==> src/rtl/operand_loader_int32_if.sv <==
// Operand stream (serial in) and triple stream (parallel out) between a source,
// the operand loader and the combinational add/sub stage.
interface operand_loader_int32_if #(
  parameter int unsigned WIDTH = 32
);
  logic             in_valid;
  logic             in_ready;
  logic [WIDTH-1:0] in_data;
  logic             out_valid;
  logic             out_ready;
  logic [WIDTH-1:0] A;
  logic [WIDTH-1:0] B;
  logic [WIDTH-1:0] C;

  modport master (
    output in_valid, in_data, out_ready,
    input  in_ready, out_valid, A, B, C
  );

  modport slave (
    input  in_valid, in_data, out_ready,
    output in_ready, out_valid, A, B, C
  );
endinterface

==> src/rtl/operand_loader_int32.sv <==
// Serial-to-parallel operand loader: collects A, B, C words from one stream and
// presents each complete triple to the add/sub stage with a valid/ready handshake.
module operand_loader_int32 #(
  parameter int unsigned WIDTH     = 32,
  parameter int unsigned CNT_WIDTH = 16
) (
  input  logic                 clk,
  input  logic                 rst,
  input  logic                 flush,
  operand_loader_int32_if.slave bus,
  output logic [CNT_WIDTH-1:0] triple_count
);

  typedef enum logic [1:0] {S_A, S_B, S_C, S_OUT} state_t;

  state_t               state_q, state_d;
  logic [WIDTH-1:0]     a_q, a_d;
  logic [WIDTH-1:0]     b_q, b_d;
  logic [WIDTH-1:0]     c_q, c_d;
  logic [CNT_WIDTH-1:0] cnt_q, cnt_d;

  logic in_ready_s;
  logic out_valid_s;
  logic in_fire;
  logic out_fire;

  always_ff @(posedge clk) begin
    if (rst) begin
      state_q <= S_A;
      a_q     <= '0;
      b_q     <= '0;
      c_q     <= '0;
      cnt_q   <= '0;
    end else begin
      state_q <= state_d;
      a_q     <= a_d;
      b_q     <= b_d;
      c_q     <= c_d;
      cnt_q   <= cnt_d;
    end
  end

  assign in_fire  = bus.in_valid & in_ready_s;
  assign out_fire = out_valid_s & bus.out_ready;

  always_comb begin
    state_d = state_q;
    a_d     = a_q;
    b_d     = b_q;
    c_d     = c_q;
    cnt_d   = cnt_q;
    if (flush) begin
      state_d = S_A;
      a_d     = '0;
      b_d     = '0;
      c_d     = '0;
    end else begin
      if (out_fire) cnt_d = cnt_q + CNT_WIDTH'(1);
      case (state_q)
        S_A: if (in_fire) begin
          a_d     = bus.in_data;
          state_d = S_B;
        end
        S_B: if (in_fire) begin
          b_d     = bus.in_data;
          state_d = S_C;
        end
        S_C: if (in_fire) begin
          c_d     = bus.in_data;
          state_d = S_OUT;
        end
        S_OUT: if (out_fire) begin
          // Accepting the next A while the triple leaves keeps a 3-cycle cadence.
          if (in_fire) begin
            a_d     = bus.in_data;
            state_d = S_B;
          end else begin
            state_d = S_A;
          end
        end
        default: state_d = S_A;
      endcase
    end
  end

  always_comb begin
    out_valid_s = (state_q == S_OUT);
    in_ready_s  = (state_q == S_OUT) ? bus.out_ready : 1'b1;
  end

  assign bus.in_ready  = in_ready_s;
  assign bus.out_valid = out_valid_s;
  assign bus.A         = a_q;
  assign bus.B         = b_q;
  assign bus.C         = c_q;
  assign triple_count  = cnt_q;

endmodule

==> src/flat_wrapper.sv <==
// flat-port wrapper written by rule: the top's interface ports become plain ports
module operand_loader_int32_flat 
#(
  parameter int unsigned WIDTH     = 32,
  parameter int unsigned CNT_WIDTH = 16
)
  (clk, rst, flush, triple_count, bus_in_valid, bus_in_data, bus_out_ready, bus_in_ready, bus_out_valid, bus_A, bus_B, bus_C);
  operand_loader_int32_if #(.WIDTH(WIDTH)) bus_i ();
  input  logic clk;
  input  logic rst;
  input  logic flush;
  output logic [CNT_WIDTH-1:0] triple_count;
  input wire logic [$bits(bus_i.in_valid)-1:0] bus_in_valid;
  input wire logic [$bits(bus_i.in_data)-1:0] bus_in_data;
  input wire logic [$bits(bus_i.out_ready)-1:0] bus_out_ready;
  output wire logic [$bits(bus_i.in_ready)-1:0] bus_in_ready;
  output wire logic [$bits(bus_i.out_valid)-1:0] bus_out_valid;
  output wire logic [$bits(bus_i.A)-1:0] bus_A;
  output wire logic [$bits(bus_i.B)-1:0] bus_B;
  output wire logic [$bits(bus_i.C)-1:0] bus_C;
  assign bus_i.in_valid = bus_in_valid;
  assign bus_i.in_data = bus_in_data;
  assign bus_i.out_ready = bus_out_ready;
  assign bus_in_ready = bus_i.in_ready;
  assign bus_out_valid = bus_i.out_valid;
  assign bus_A = bus_i.A;
  assign bus_B = bus_i.B;
  assign bus_C = bus_i.C;
  operand_loader_int32 #(.WIDTH(WIDTH), .CNT_WIDTH(CNT_WIDTH)) u_core (.clk(clk), .rst(rst), .flush(flush), .bus(bus_i), .triple_count(triple_count));
endmodule
==> config.mk <==
export PLATFORM = sky130hd
export DESIGN_NAME = operand_loader_int32_flat
export DESIGN_NICKNAME = d
export VERILOG_FILES = /design/src/rtl/operand_loader_int32_if.sv /design/src/rtl/operand_loader_int32.sv /design/src/flat_wrapper.sv
export SDC_FILE = /design/constraint.sdc
export NUM_CORES = 1
export LEC_CHECK = 0
export BUFFER_PORTS_ARGS = -buffer_cell sky130_fd_sc_hd__buf_2
export CAP_MARGIN = 15
export CELL_PAD_IN_SITES_DETAIL_PLACEMENT = 0
export CELL_PAD_IN_SITES_GLOBAL_PLACEMENT = 2
export CORE_MARGIN = 5
export CORE_UTILIZATION = 29
export DETAILED_ROUTE_END_ITERATION = 10
export HOLD_SLACK_MARGIN = 0.08
export PLACE_DENSITY_LB_ADDON = 0.1
export SLEW_MARGIN = 20
export SYNTH_ARGS = -nofsm -noshare
export SYNTH_HDL_FRONTEND = slang
export SYNTH_SLANG_ARGS = --single-unit
==> constraint.sdc <==
create_clock -name clk -period 2.9 [get_ports clk]
set_clock_uncertainty 0.05 [all_clocks]
set_input_delay 0.145 -clock clk [delete_from_list [all_inputs] [get_ports clk]]
set_output_delay 0.145 -clock clk [all_outputs]
set_load 0.05 [all_outputs]
Yosys cells after proc, flatten, opt, wreduce, memory -nomap -nowiden
Index checks and enable logic that the tools add are counted.

Add/sub/neg operators: 1. Equality and inequality tests: 7. Mux-type cells: 10. Bitwise gates (word level): 3. Reductions and logical operators: 8.

Operators with widths (number): $mux 32 (2); $pmux 32 s2 (1); $add 16x1->16 const B (1); $mux 2 (4); $pmux 2 s4 (1); $reduce_and 2->1 (4); $ne 2x1->1 const B (3); $eq 2x2->1 const B (2); $reduce_and 4->1 (1); $and 1x1->1 (2); $eq 2x1->1 const B (1); $logic_not 2->1 (1); $mux 1 (2); $ne 2x2->1 const B (1); $reduce_bool 2->1 (1); $reduce_or 2->1 (1); $not 1->1 (1).

Register bits: 114. Bits of input ports: 37. Word-level logic and storage cells: 34.

Depth between registers and ports, before layout
Gate-level depths: netlist of the first run.

Depth in word-level cells: 6. Depth in mapped cells: 8.

Worst setup path before layout of the first run
Ideal clock, no wire load.

Kind: register -> register. From: reg u_core.state_q[1]. To: reg u_core.b_q[26] (netlist: u_core.bus.B[26]). Setup time: 0.070 ns. Data arrival time: 2.287 ns. Path slack: 0.493 ns. Stages on the path, launching flop included: 7. Buffers on the path: 1. Cell sequence: dfxtp_1 > ha_1 > nand2b_1 > nand3_1 > clkbuf_1 > nand2_1 > a21oi_1.

Cells in the longest elaborated chain, start to end: 4. Elaborated cells on any way between the ends: 5. Those cells by class: eq/ne: 2; mux: 1; bitwise: 1; reduce/logical: 1.

RTL lines: from (decl) (RTL line operand_loader_int32.sv:16) `state_t state_q, state_d;`; from (signal assigned) (RTL line operand_loader_int32.sv:35) `state_q <= state_d;`; $eq 2x2->1; net bus_out_valid (RTL line flat_wrapper.sv:17) `output wire logic [$bits(bus_i.out_valid)-1:0] bus_out_valid;`; $mux 1 (RTL line operand_loader_int32.sv:88) `in_ready_s = (state_q == S_OUT) ? bus.out_ready : 1'b1;`; net bus_in_ready (RTL line flat_wrapper.sv:16) `output wire logic [$bits(bus_i.in_ready)-1:0] bus_in_ready;`; $and 1x1->1 (RTL line operand_loader_int32.sv:43) `assign in_fire = bus.in_valid & in_ready_s;`; $reduce_and 2->1 (no line); to (signal assigned) (RTL line operand_loader_int32.sv:31) `b_q <= '0;`; to (signal assigned) (RTL line operand_loader_int32.sv:37) `b_q <= b_d;`; to (decl) (RTL line operand_loader_int32.sv:18) `logic [WIDTH-1:0] b_q, b_d;`.

The timed path passes the listed nets, and every way through them passes these cells. A chain may end at the register's enable or synchronous reset.

Worst setup path in the final report of the first run
From: reg u_core.state_q[0]. To: reg u_core.c_q[15] (netlist: u_core.bus.C[15]).

Cells in the longest elaborated chain, start to end: 4. Elaborated cells on any way between the ends: 5. Those cells by class: eq/ne: 2; mux: 1; bitwise: 1; reduce/logical: 1.

RTL lines: $eq 2x2->1 (RTL line operand_loader_int32.sv:88); $mux 1 (RTL line operand_loader_int32.sv:88); $and 1x1->1 (RTL line operand_loader_int32.sv:43); $reduce_and 2->1 (no line) (*); to (signal assigned) (RTL line operand_loader_int32.sv:32) `c_q <= '0;`; to (signal assigned) (RTL line operand_loader_int32.sv:38) `c_q <= c_d;`; to (decl) (RTL line operand_loader_int32.sv:19) `logic [WIDTH-1:0] c_q, c_d;`.

Every way passes the cells marked *; elsewhere a longest branch is shown, timed or not.

==> implementation parameters, run 1 <==
Parameter                              Value

Worst setup path
  Worst-path maximum fanout    22
  Data arrival time of the critical path    2.34 ns
  R2r worst-path depth    6
  CP startpoint kind    flip-flop
  Worst flop-to-flop path startpoint    u_core.state_q[0]
  R2r setup slk    0.84 ns
  Worst Path Required    3.18 ns
  Setup Crit Path Kind    flip-flop to flip-flop
  Endpoint class of the critical path    flip-flop
  Capturing point of the worst reg2reg path    u_core.bus.C[15]

Final layout
  Final net count    ~740
  Most frequent cells in the layout    197 x sky130_fd_sc_hd__nand2_1, 150 x sky130_fd_sc_hd__buf_2, 114 x sky130_fd_sc_hd__dfxtp_1
  Fraction of layout cells with a size suffix above 1    27.1%
  Layout overhead on the synthesized area    43.7%
  Leading cell type in the layout, fill and taps excluded    sky130_fd_sc_hd__nand2_1
  Diode count    0

Timing
  Ratio of final minimum period to clock period    71.2%
  Final worst path period need    2.06 ns
  Headroom to the max-slew limit    49.2%
  Setup repair after global routing missed its margin    false
  Setup slack of the critical path after layout    between 0.8 and 0.9 ns
  Final count of negative-setup-slack endpoints    0
  Slew of the pin with the lowest slew margin    0.761 ns
  Setup TNS    0 ns
  Pins Over Slew Limit    0
  Final number of hold-violating endpoints    0
  Timing-limited maximum frequency    between 400 and 500 MHz

Floorplan
  Die boundary height    around 130 um
  Number of cell rows    44
  Placeable core region    ~0.014 sq mm
  Width of the die    131 um
  Number of I/O pins    151
  Die outline area    approximately 0.017 sq mm
  Effective utilization at floorplan    29.3%

Pwr
  Lkg Pwr    2.61 nW
  Clock power frac    52.3%
  Internal portion of total power    roughly 3.1 mW
  Portion of total power attributed to sequential cells    40.0%
  Part of the total power dissipated in combinational logic    7.7%
  Maximum vdd ir drop    ~0.35 mV
  Switching Share    between 20% and 30%
  Power density of the placed cells    between 600 and 700 mW/mm^2
  Sw Pwr    905 uW

Route
  Total wire length after detailed routing    13500 um
  Met2 wire length    roughly 6000 um
  DR vias    roughly 4100
  Total length of routed met3 wires    ~910 um
  Detailed Route Iter0 Violations    147
  Detailed-routing wirelength on met1    6190 um
  Drt pass-1 iters    4
  Highest routed layer    met4
  Routed Antenna Nets    0
  Average wire per standard cell    15.2 um
  Drt via density    4.61
  DRC violations left    0

Global route
  Number of global-route vias before repair    4008
  Maximum number of pins on one net before global-route repair    51
  First-pass GRT wire length    20900 um
  Antenna violations before repair    0
  Overall track demand over capacity in global routing    16.0%
  Overflow after GRT    0

Worst hold path
  Capture endpoint of the worst hold path    u_core.triple_count[0]
  Beginning of the worst hold path    bus_out_ready
  Hold Crit Class    input port to flip-flop
  Worst Hold Path Cells    4

Placed design
  PortBufs    150
  Last weighted congestion value of the routability-driven placer    between 0.7 and 0.8
  Post-DP HPWL    9070 um
  Placement Setup Slack    0.811 ns

Logic synthesis
  Synth top area share    54.0%
  Mapped cell area    0.00422 sq mm
  Library cell with the largest summed area after synthesis    sky130_fd_sc_hd__dfxtp_1
  Main area contributors after synthesis    sky130_fd_sc_hd__dfxtp_1 54%, sky130_fd_sc_hd__nand2_1 18%, sky130_fd_sc_hd__a21oi_1 12%, sky130_fd_sc_hd__clkbuf_1 2.0%, sky130_fd_sc_hd__ha_1 1.8%
  Total of warnings raised by yosys    0
  Post-synthesis sequential element count    114
  Synth unique cells    35
  Post-Syn Nets    566
  Register area share after synthesis    between 50% and 60%
  Mean post-synth cell area    8.08 sq um
  Instance count of the mapped netlist    523

Clock tree
  CTS tree    built
  Cell at the root of the clock tree    sky130_fd_sc_hd__clkbuf_16
  Max Buffers Root-to-Sink    2
  Skew-Pair Late Insertion Delay    0.40 ns
  Buffers inserted during post-CTS setup optimization    0
  Clock-pin slew of the registers on the worst-case setup and hold paths    about 0.050 ns
  TritonCTS Buffers    17
  Number of H-tree levels    4
  Number of clock sinks    114

Run status
  Run status    completed

Job
  Number of max-cap violations    0
-- metal layers --
metal,GRT usage (%),vias up
met2,25.2,120
met3,4.84,31
met1,20.2,1893
li1,-,2058
met4,7.44,0
met5,0,-
-- per-stage QoR --
stage	cell area, sq um	util [%]	cells	total power [mW]	hold WS, ns
after floorplan	4220	-	523	1.81	0.231
after global placement	5140	35.6	827	1.91	0.361
after detailed placement	5140	35.6	827	1.92	0.369
after CTS	6070	42.1	890	4.06	0.115
after global routing	6070	42.1	890	4.16	0.160
final	6070	42.1	890	4.01	0.132
-- repair_timing --
| item | 4_1_cts | 5_1_grt |
|---|---|---|
| hold buffers | 33 | 0 |
| gates resized for setup | 0 | 0 |
| endpoints found under the hold margin | 111 | 0 |
-- synthesized netlist by cell type --
| cell type | count |
|---|---|
| sky130_fd_sc_hd__a211oi_1 | 1 |
| sky130_fd_sc_hd__a21oi_1 | 100 |
| sky130_fd_sc_hd__a221oi_1 | 1 |
| sky130_fd_sc_hd__and2_1 | 1 |
| sky130_fd_sc_hd__and3_1 | 4 |
| sky130_fd_sc_hd__and4_1 | 1 |
| sky130_fd_sc_hd__and4_4 | 1 |
| sky130_fd_sc_hd__and4b_1 | 1 |
| sky130_fd_sc_hd__buf_1 | 1 |
| sky130_fd_sc_hd__buf_2 | 12 |
| sky130_fd_sc_hd__buf_4 | 1 |
| sky130_fd_sc_hd__clkbuf_1 | 22 |
| sky130_fd_sc_hd__dfxtp_1 | 114 |
| sky130_fd_sc_hd__ha_1 | 6 |
| sky130_fd_sc_hd__inv_1 | 2 |
| sky130_fd_sc_hd__mux2_2 | 1 |
| sky130_fd_sc_hd__mux2i_1 | 2 |
| sky130_fd_sc_hd__nand2_1 | 197 |
| sky130_fd_sc_hd__nand2b_1 | 1 |
| sky130_fd_sc_hd__nand3_1 | 7 |
| sky130_fd_sc_hd__nand3b_4 | 1 |
| sky130_fd_sc_hd__nand4_1 | 4 |
| sky130_fd_sc_hd__nand4_4 | 1 |
| sky130_fd_sc_hd__nor2_1 | 13 |
| sky130_fd_sc_hd__nor3_1 | 3 |
| sky130_fd_sc_hd__nor4_1 | 2 |
| sky130_fd_sc_hd__o21a_1 | 1 |
| sky130_fd_sc_hd__o21ai_0 | 4 |
| sky130_fd_sc_hd__o31ai_1 | 1 |
| sky130_fd_sc_hd__or2_2 | 1 |
| sky130_fd_sc_hd__or2_4 | 1 |
| sky130_fd_sc_hd__or3_1 | 3 |
| sky130_fd_sc_hd__or4_1 | 1 |
| sky130_fd_sc_hd__xnor2_1 | 5 |
| sky130_fd_sc_hd__xor2_1 | 6 |
-- state kept, by name, summed over array words and instances (netlist names) --
name,cells
u_core.state_q,2
u_core.triple_count,16
u_core.bus.B,32
u_core.bus.A,32
u_core.bus.C,32
-- kinds of logic (layout without fill, tap and decap cells) --
family,Yosys count,in the layout,synth area share [%]
flip-flops,114,114,54.0
AO/OA/AOI/OAI,108,108,13.1
buffers and inverters,38,221,3.82
XOR/XNOR,11,11,2.28
AND/OR/NAND/NOR,243,243,24.3
adder cells (fa/ha/maj),6,6,1.78
multiplexers,3,3,0.741
-- worst max-delay path: stages (launching register included) --
cell	delay (ns)
sky130_fd_sc_hd__dfxtp_1	0.33
sky130_fd_sc_hd__ha_1	0.29
sky130_fd_sc_hd__nand2b_1	0.21
sky130_fd_sc_hd__and3_1	0.48
sky130_fd_sc_hd__buf_4	0.37
sky130_fd_sc_hd__nand2_1	0.09
sky130_fd_sc_hd__a21oi_1	0.14
-- final cells by class --
type / instances / area (sq um)
tap: 184 / 230
multi-input combinational: 371 / 1790
fill: 1509 / 8350
timing repair buffer: 189 / 1160
clock inverter: 4 / 70.1
sequential: 114 / 2280
inverter: 2 / 7.51
clock buffer: 26 / 529
-- power groups by stage --
stage               clock [mW]  sequential, mW  combinational, mW
CTS                       2.14            1.60              0.316
detailed placement           0            1.63              0.281
global placement             0            1.63              0.277
global route              2.22            1.60              0.338
finish                    2.09            1.60              0.309
floorplan                    0            1.71             0.0997
-- how the worst max path moves through the flow --
| stage | startpoint | end | slack [ns] | depth (start not counted) |
|---|---|---|---|---|
| 2_1_floorplan | u_core.state_q[1] | u_core.bus.B[26] | 0.49 | 6 |
| 3_3_place_gp | u_core.state_q[1] | u_core.bus.C[7] | 0.85 | 6 |
| 3_5_place_dp | u_core.state_q[1] | u_core.bus.C[15] | 0.81 | 6 |
| 4_1_cts | u_core.state_q[0] | u_core.bus.C[15] | 0.79 | 6 |
| 5_1_grt | u_core.state_q[1] | u_core.bus.A[31] | 0.62 | 6 |
| 6_report | u_core.state_q[0] | u_core.bus.C[15] | 0.84 | 6 |
No activity file was read; power rests on OpenSTA's default activity.
==> inputs of run 2 (changes only) <==
- CORE_UTILIZATION: 29 -> 24
- clock period: 2.9 -> 1.7 ns (I/O delays scaled with it)
==> run 2 against run 1 <==
Global-route usage decreased by 1.9 points. Sequential power increased by 71%. Combinational power increased by 88%. Design area increased by 4.2%. Maximum frequency increased by 30%. First-iteration DRC count increased by 35%. Clock power increased by 61%. Power increased by 67%. Critical path depth increased by 1. Critical path type unchanged. Largest cell class unchanged. Highest routed layer unchanged.
==> implementation parameters, run 2 (synthesis gave the netlist of run 1 again) <==
Parameter                              Value

Final layout
  Diode count    0
  Total area of multi-input combinational cells    approximately 0.0018 sq mm
  Fillers    approximately 1800
  Most frequent cells in the layout    196 x sky130_fd_sc_hd__nand2_1, 150 x sky130_fd_sc_hd__buf_2, 101 x sky130_fd_sc_hd__dfxtp_1
  Post-layout util    a little over a third
  Final net count    756
  Layout Cells excl Fill    951
  Fraction of layout cells with a size suffix above 1    32.1%
  Leading cell type in the layout, fill and taps excluded    sky130_fd_sc_hd__nand2_1
  Area taken by flip-flops and latches    0.00230 sq mm
  Final cell area excluding filler cells    0.00633 sq mm
  Layout overhead on the synthesized area    49.8%

Timing
  Timing-limited maximum frequency    631 MHz
  Final number of hold-violating endpoints    0
  Hold slack final    0.136 ns
  Slew of the pin with the lowest slew margin    0.325 ns
  Final count of negative-setup-slack endpoints    0
  Setup slack of the critical path after layout    0.116 ns
  Pins Over Slew Limit    0
  Final worst path period need    1.58 ns
  Ratio of final minimum period to clock period    93.2%
  Headroom to the max-slew limit    78.2%
  Setup repair after global routing missed its margin    true
  Setup TNS    0 ns

Pwr
  Power density of the placed cells    1060 mW/mm^2
  Switching Share    between 20% and 30%
  Total Power    6.68 mW
  Sw Pwr    1.69 mW
  Lkg Pwr    between 2 and 3 nW
  Maximum vdd ir drop    0.654 mV
  Internal portion of total power    4.99 mW
  Clock power frac    50.4%
  Portion of total power attributed to sequential cells    40.9%
  Part of the total power dissipated in combinational logic    8.7%

Placed design
  Last weighted congestion value of the routability-driven placer    0.732
  Placed cell areas    0.00537 sq mm
  Post-DP HPWL    between 10000 and 15000 um
  PortBufs    150
  Placement Setup Slack    0.0158 ns
  Placed cells    884

Route
  Drt via density    4.35
  Detailed-routing wirelength on met1    about 6800 um
  Drt pass-1 iters    4
  DRC violations left    0
  Detailed Route Iter0 Violations    between 150 and 200
  Total wire length after detailed routing    14700 um
  Total length of routed met3 wires    867 um
  Highest routed layer    met4
  Average wire per standard cell    15.4 um
  Met2 wire length    6810 um
  DR vias    4136
  Routed Antenna Nets    0

Clock tree
  Cell at the root of the clock tree    sky130_fd_sc_hd__clkbuf_16
  TritonCTS Buffers    17
  CTS tree    built
  Clock-pin slew of the registers on the worst-case setup and hold paths    ~0.050 ns
  Max Buffers Root-to-Sink    2
  Number of clock sinks    114
  Number of H-tree levels    4
  Skew-Pair Late Insertion Delay    0.42 ns

Worst setup path
  Category of cells accounting for the largest share of critical-path delay    flip-flops
  Endpoint class of the critical path    flip-flop
  Worst Path Required    1.94 ns
  CP startpoint kind    flip-flop
  Cell at the slowest stage of the critical path    sky130_fd_sc_hd__dfxtp_4
  Setup Crit Path Kind    flip-flop to flip-flop
  Delay of the slowest cell on the worst path    0.37 ns
  Cell breakdown of the critical path    inv_1 > ha_1 > mux2_2 > and2_4 > buf_8 > nand2_1 > a21oi_1
  Worst-path maximum fanout    16
  Bufs and invs on worst path    2
  Data arrival time of the critical path    around 1.8 ns

Floorplan
  Effective utilization at floorplan    24.4%
  Die outline area    0.0204 sq mm
  Width of the die    around 140 um
  Number of I/O pins    roughly 150
  Number of cell rows    between 40 and 50
  Die boundary height    between 100 and 150 um
  Placeable core region    0.0173 sq mm

Global route
  Overall track demand over capacity in global routing    14.2%
  Overflow after GRT    0
  Antenna violations before repair    0
  Maximum number of pins on one net before global-route repair    52
  Number of global-route vias before repair    3978
  First-pass GRT wire length    about 22000 um

Run status
  Run status    completed

Worst hold path
  Hold Crit Class    input port to flip-flop

Job
  Number of max-cap violations    0
[run 2: path summary, 6_finish.rpt]
| check | from | end | slack, ns | cells past startpoint |
|---|---|---|---|---|
| max | u_core.state_q[1] | u_core.bus.A[0] | 0.12 | 7 |
| min | bus_in_valid | u_core.state_q[0] | 0.14 | 3 |
| max reg2reg | u_core.state_q[1] | u_core.bus.A[0] | 0.12 | 7 |
| min reg2reg | u_core.bus.B[6] | u_core.bus.B[6] | 0.40 | 2 |
[run 2: area by class of cell]
class,count,share of cell area (%)
inverter,2,0.119
clock inverter,13,1.78
multi-input combinational,371,28.7
clock buffer,19,7.16
sequential,114,36.4
timing repair buffer,207,21.4
tap,225,4.45
[run 2: per-layer routing]
layer  global-route usage, %  vias to the layer above
met1                    18.2                     1909
met3                    3.92                       16
met4                    5.20                        0
met5                       0                        -
li1                        -                     2104
met2                    22.7                      107
[run 2: what timing repair did]
action                                  in CTS  in global routing
buffers inserted                             0                  1
hold endpoints to repair                   112                  0
hold buffers                                33                  0
endpoints found under the setup margin       0                 33
resized for setup                            0                  8
[run 2: worst register-to-register path: stages, from the launching register on]
cell and delay [ns]:
sky130_fd_sc_hd__dfxtp_4 0.37, sky130_fd_sc_hd__inv_1 0.08, sky130_fd_sc_hd__ha_1 0.20, sky130_fd_sc_hd__mux2_2 0.28, sky130_fd_sc_hd__and2_4 0.18, sky130_fd_sc_hd__buf_8 0.15, sky130_fd_sc_hd__nand2_1 0.09, sky130_fd_sc_hd__a21oi_1 0.06
[run 2: power groups by stage]
stage / registers [mW] / logic [mW] / clock network (mW)
floorplan: 2.91 / 0.171 / 0
finish: 2.73 / 0.581 / 3.37
global route: 2.73 / 0.633 / 3.61
CTS: 2.73 / 0.565 / 3.47
detailed placement: 2.79 / 0.505 / 0
global placement: 2.79 / 0.501 / 0
